==> config.mk <==
export PLATFORM = sky130hd
export DESIGN_NAME = alu_issue_stage
export DESIGN_NICKNAME = d
export VERILOG_FILES = /design/src/rtl/alu_issue_stage.sv
export SDC_FILE = /design/constraint.sdc
export NUM_CORES = 1
export LEC_CHECK = 0
export CORE_MARGIN = 2
export CORE_UTILIZATION = 41
export CTS_BUF_LIST = sky130_fd_sc_hd__clkbuf_4 sky130_fd_sc_hd__clkbuf_8 sky130_fd_sc_hd__clkbuf_16
export CTS_CLUSTER_DIAMETER = 40
export DETAILED_ROUTE_END_ITERATION = 10
export PLACE_DENSITY = 0.86
export SLEW_MARGIN = 40
export SYNTH_ARGS = -nofsm -noshare
export SYNTH_HDL_FRONTEND = slang
export SYNTH_SLANG_ARGS = --single-unit
==> constraint.sdc <==
create_clock -name clk -period 3.26 [get_ports clk]
set_clock_uncertainty 0.05 [all_clocks]
set_input_delay 0.326 -clock clk [delete_from_list [all_inputs] [get_ports clk]]
set_output_delay 0.326 -clock clk [all_outputs]
set_load 0.01 [all_outputs]
==> src/rtl/alu_issue_stage.sv <==
// ID/EX register stage: decodes one RV32I instruction per handshake into ALU operands and opcode.
// Optional macro ALU_ISSUE_ILLEGAL_EN adds a registered 'illegal' output flag.

`ifndef ALU_ADD
`define ALU_ADD  4'b0000
`define ALU_SLL  4'b0001
`define ALU_SLT  4'b0010
`define ALU_SLTU 4'b0011
`define ALU_XOR  4'b0100
`define ALU_SRL  4'b0101
`define ALU_OR   4'b0110
`define ALU_AND  4'b0111
`define ALU_SUB  4'b1000
`define ALU_SRA  4'b1101
`endif

module alu_issue_stage #(
    parameter int XLEN = 32
) (
    input  logic            clk,
    input  logic            rst,
    input  logic            flush,
    input  logic            in_valid,
    output logic            in_ready,
    input  logic [31:0]     inst,
    input  logic [XLEN-1:0] pc,
    input  logic [XLEN-1:0] rs1_data,
    input  logic [XLEN-1:0] rs2_data,
    output logic            out_valid,
    input  logic            out_ready,
    output logic [XLEN-1:0] A,
    output logic [XLEN-1:0] B,
    output logic [3:0]      ALU_operation,
    output logic [4:0]      rd
`ifdef ALU_ISSUE_ILLEGAL_EN
    ,
    output logic            illegal
`endif
);

    localparam logic [6:0] OPC_OP     = 7'b0110011;
    localparam logic [6:0] OPC_IMM    = 7'b0010011;
    localparam logic [6:0] OPC_LUI    = 7'b0110111;
    localparam logic [6:0] OPC_AUIPC  = 7'b0010111;
    localparam logic [6:0] OPC_LOAD   = 7'b0000011;
    localparam logic [6:0] OPC_STORE  = 7'b0100011;
    localparam logic [6:0] OPC_BRANCH = 7'b1100011;
    localparam logic [6:0] F7_ZERO    = 7'b0000000;
    localparam logic [6:0] F7_ALT     = 7'b0100000;

    logic [6:0]      opcode;
    logic [2:0]      f3;
    logic [6:0]      f7;
    logic [XLEN-1:0] imm_i;
    logic [XLEN-1:0] imm_s;
    logic [XLEN-1:0] imm_u;
    logic [XLEN-1:0] shamt;
    logic [3:0]      f3_op;

    assign opcode = inst[6:0];
    assign f3     = inst[14:12];
    assign f7     = inst[31:25];
    assign imm_i  = {{20{inst[31]}}, inst[31:20]};
    assign imm_s  = {{20{inst[31]}}, inst[31:25], inst[11:7]};
    assign imm_u  = {inst[31:12], 12'b0};
    assign shamt  = {27'b0, inst[24:20]};

    // Base funct3 map shared by OP and OP-IMM (funct7 variants handled below).
    always_comb begin
        case (f3)
            3'b000:  f3_op = `ALU_ADD;
            3'b001:  f3_op = `ALU_SLL;
            3'b010:  f3_op = `ALU_SLT;
            3'b011:  f3_op = `ALU_SLTU;
            3'b100:  f3_op = `ALU_XOR;
            3'b101:  f3_op = `ALU_SRL;
            3'b110:  f3_op = `ALU_OR;
            default: f3_op = `ALU_AND;
        endcase
    end

    logic [XLEN-1:0] a_next;
    logic [XLEN-1:0] b_next;
    logic [3:0]      op_next;
    logic            illegal_next;

    always_comb begin
        a_next       = '0;
        b_next       = '0;
        op_next      = `ALU_ADD;
        illegal_next = 1'b0;
        case (opcode)
            OPC_OP: begin
                a_next = rs1_data;
                b_next = rs2_data;
                if (f7 == F7_ZERO)
                    op_next = f3_op;
                else if (f7 == F7_ALT && f3 == 3'b000)
                    op_next = `ALU_SUB;
                else if (f7 == F7_ALT && f3 == 3'b101)
                    op_next = `ALU_SRA;
                else
                    illegal_next = 1'b1;
            end
            OPC_IMM: begin
                a_next  = rs1_data;
                b_next  = imm_i;
                op_next = f3_op;
                if (f3 == 3'b001) begin
                    b_next       = shamt;
                    illegal_next = (f7 != F7_ZERO);
                end else if (f3 == 3'b101) begin
                    b_next = shamt;
                    if (f7 == F7_ALT)
                        op_next = `ALU_SRA;
                    else if (f7 != F7_ZERO)
                        illegal_next = 1'b1;
                end
            end
            OPC_LUI: begin
                b_next = imm_u;
            end
            OPC_AUIPC: begin
                a_next = pc;
                b_next = imm_u;
            end
            OPC_LOAD: begin
                a_next = rs1_data;
                b_next = imm_i;
            end
            OPC_STORE: begin
                a_next = rs1_data;
                b_next = imm_s;
            end
            OPC_BRANCH: begin
                a_next = rs1_data;
                b_next = rs2_data;
                case (f3)
                    3'b000, 3'b001: op_next = `ALU_SUB;
                    3'b100, 3'b101: op_next = `ALU_SLT;
                    3'b110, 3'b111: op_next = `ALU_SLTU;
                    default:        illegal_next = 1'b1;
                endcase
            end
            default: illegal_next = 1'b1;
        endcase
        // Illegal encodings are issued as a harmless ADD 0,0.
        if (illegal_next) begin
            a_next  = '0;
            b_next  = '0;
            op_next = `ALU_ADD;
        end
    end

    logic            valid_reg;
    logic [XLEN-1:0] a_reg;
    logic [XLEN-1:0] b_reg;
    logic [3:0]      op_reg;
    logic [4:0]      rd_reg;
    logic            illegal_reg;
    logic            accept;

    assign in_ready = !valid_reg || out_ready;
    assign accept   = in_valid && in_ready;

    always_ff @(posedge clk) begin
        if (rst) begin
            valid_reg   <= 1'b0;
            a_reg       <= '0;
            b_reg       <= '0;
            op_reg      <= `ALU_ADD;
            rd_reg      <= '0;
            illegal_reg <= 1'b0;
        end else if (flush) begin
            valid_reg <= 1'b0;
        end else if (accept) begin
            valid_reg   <= 1'b1;
            a_reg       <= a_next;
            b_reg       <= b_next;
            op_reg      <= op_next;
            rd_reg      <= inst[11:7];
            illegal_reg <= illegal_next;
        end else if (out_ready) begin
            valid_reg <= 1'b0;
        end
    end

    assign out_valid     = valid_reg;
    assign A             = a_reg;
    assign B             = b_reg;
    assign ALU_operation = op_reg;
    assign rd            = rd_reg;

`ifdef ALU_ISSUE_ILLEGAL_EN
    assign illegal = illegal_reg;
`else
    logic unused_illegal;
    assign unused_illegal = illegal_reg;
`endif

endmodule

==> results.toml <==
[run_status]
status = "finished, final reports clean"

[synth]
synthCells = 381
syn_avg_cell_area_um2 = 9.31
synth_top_area_share_pct = 41.8
synth_seq_area_share_pct = 41.8
synth-main-ff-cell = "dfxtp_1"
ys_ff_latch = 74
yosysTopAreaCell = "dfxtp_1"
ys_types = 44
synth.net_count = 514
async_flop_share_pct = 0
synth_warnings = 0
synth_edf_count = 0
synth_area_um2 = 3550
synth.area.top_cells = "dfxtp_1 42%, o21ai_2 15%, a22oi_1 8.0%"

[floorplan]
die_x_um = 97.0
pin_count = 208
core-area_um2 = 8300
dieArea_um2 = 9410
start_util_pct = 42.7
rows = 33
chipHeight_um = 97.0

[global_route]
grtUsageMet1_pct = 29.0
gr-total-overflow = 0
grt_pass1_vias = 3733
antenna_found_initial = 0
grt_pass1_wl_mm = 18.9
grt_util_met2_pct = 43.8
grt_max_degree = 36
grtUsageMet3_pct = 4.77
track_usage_pct = 24.5
top_usage_layer = "met2"

[worst_setup_path]
reg2reg_depth = 6
path_max_fanout = 12
end_kind = "flip-flop"
crit_required_ns = 3.42
arrival_ns = 2.55
path_class = "in2reg"
worst_setup_path_start_kind = "input pin"

[placed_design]
dp_slack_ns = 0.572
place_congestion = 0.944
portBuffers = 207
place_hpwl_mm = 9.16
place_area_um2 = 5690

[cells_and_area]
layout-drive-gt1-share_pct = 17.4
fillers = 638
seqCellArea_um2 = 1480
multi_input_area_um2 = 1850
final_cell_area_um2 = 5910
diodes = 0
area_growth_pct = 66.8
finalNetCount = 713

[sta]
grt_setup_unrepaired = "no"
final_hold_viol_count = 0
period_minus_slack_ns = 2.39
hold_ws_ns = 0.404
fmax_ghz = 0.419
relSlewSlack_pct = 47.9
fin_crit_sh_pct = 73.3
timing.final.setup_violations = 0
worstMarginPinSlew_ns = 0.778
slew_viol_final = 0
setup_tns_ns = 0
setup_slack_ns = 0.872

[cts]
clock_latency_ns = 0.33
cts.sinks = 74
ctsResizeCount = 0
hold_buffers = 0
htreeDepth = 3
numCtsBuffers = 9
clk_pin_slew_ns = 0.07
post-cts-setup-buffer-count = 0
clockBufferDepth = 2
cts_tree = "done"
root_buffer = "clkbuf_8"

[routing]
drt_iter0_drc = 166
final_antenna_net_count = 0
dr.pass1.iters = 4
wire_per_inst_um = 17.2
vias = 3793
totalWireLength_mm = 11.9
route.detailed.drc = 0
via_per_inst = 5.50

[power_and_ir_drop]
p_per_area_nw_per_um2 = 336
peakVddDrop_v = 0.000255
p_sw_mw = 0.437
p_seq_share_pct = 45.8
clockPowerShare_pct = 40.5
leakage_nw = 1.97
internal_power_mw = 1.55
comb_power_share_pct = 13.7
switching_share_pct = 22.0

[hold_path]
min_path_type = "reg2reg"
hold_depth = 2

[job]
maxCapViolCount = 0
## path summary, 6_finish.rpt
check                              to      start  slack, ns
worst max-delay path             B[6]    inst[4]       0.87
worst min-delay path            B[16]      B[16]       0.40
worst max register to register   B[6]  out_valid       1.30
worst min register to register  B[16]      B[16]       0.40
## cells by family (layout without fill, tap and decap cells)
logic type / count (synthesis) / count (layout) / share of synthesized area, %
mux: 5 / 5 / 1.41
simple gates: 113 / 113 / 14.9
buf+inv: 38 / 242 / 7.09
compound gates: 150 / 150 / 34.5
xor+xnor: 1 / 1 / 0.247
flops: 74 / 74 / 41.8
## worst max-delay path, cell delays in order
cell and delay [ns]:
clkdlybuf4s50_1 0.60, nor2b_1 0.38, nand2_1 0.17, a211oi_1 0.38, a211o_4 0.31, buf_4 0.26, o21ai_0 0.11
## per-stage QoR
| stage | power, mW | utilization [%] | cells |
|---|---|---|---|
| 2_1_floorplan | 0.998 | - | 381 |
| 3_3_place_gp | 1.20 | 68.5 | 674 |
| 3_5_place_dp | 1.20 | 68.5 | 674 |
| 4_1_cts | 1.99 | 71.3 | 690 |
| 5_1_grt | 2.05 | 71.3 | 690 |
| 6_report | 1.98 | 71.3 | 690 |
## cell usage in the layout, fill, tap and decap left out, types with 3 or more instances in the layout
master and n:
clkdlybuf4s50_1 207, dfxtp_1 74, nand2_1 71, o21ai_2 60, a22oi_1 38, a221oi_1 20
buf_4 12, nor2_1 10, clkbuf_8 10, o21ai_0 9, inv_1 5, nor3_1 5
a222oi_1 5, mux2i_1 5, nor2b_1 4, nand3_1 4, nand2b_1 3, a31oi_1 3
## Yosys cell counts, drive strengths merged (2+ instances only)
| cell type | n |
|---|---|
| a21oi | 3 |
| a22oi | 38 |
| nor2b | 5 |
| dfxtp | 74 |
| clkbuf | 23 |
| nand2b | 3 |
| a221oi | 20 |
| nor3 | 6 |
| nand2 | 71 |
| a22o | 2 |
| nand3 | 4 |
| mux2i | 5 |
| o21a | 2 |
| a31oi | 3 |
| nor2 | 12 |
| o21ai | 69 |
| nor4 | 2 |
| a222oi | 5 |
| buf | 10 |
| inv | 5 |
## cell type report
cell class                      count  area share, %
Clock buffer                       12           2.58
Clock inverter                      4           1.27
Inverter                            5          0.317
Multi-Input combinational cell    269           31.3
Sequential cell                    74           25.0
Tap cell                          105           2.22
Timing Repair Buffer              221           37.2
## power by group through the flow
stage | registers, mW | clock network [mW] | logic, mW
2_1_floorplan | 0.932 | 0 | 0.0658
3_3_place_gp | 0.930 | 0 | 0.267
3_5_place_dp | 0.930 | 0 | 0.270
4_1_cts | 0.909 | 0.813 | 0.272
5_1_grt | 0.909 | 0.855 | 0.289
6_report | 0.909 | 0.803 | 0.273
## metal layers
| metal | vias up | wire, um |
|---|---|---|
| li1 | 1825 | - |
| met1 | 1774 | 4610 |
| met2 | 164 | 6070 |
| met3 | 30 | 862 |
| met4 | 0 | 316 |
| met5 | - | 0 |
Note: power is estimated with default switching activity, not from simulation.
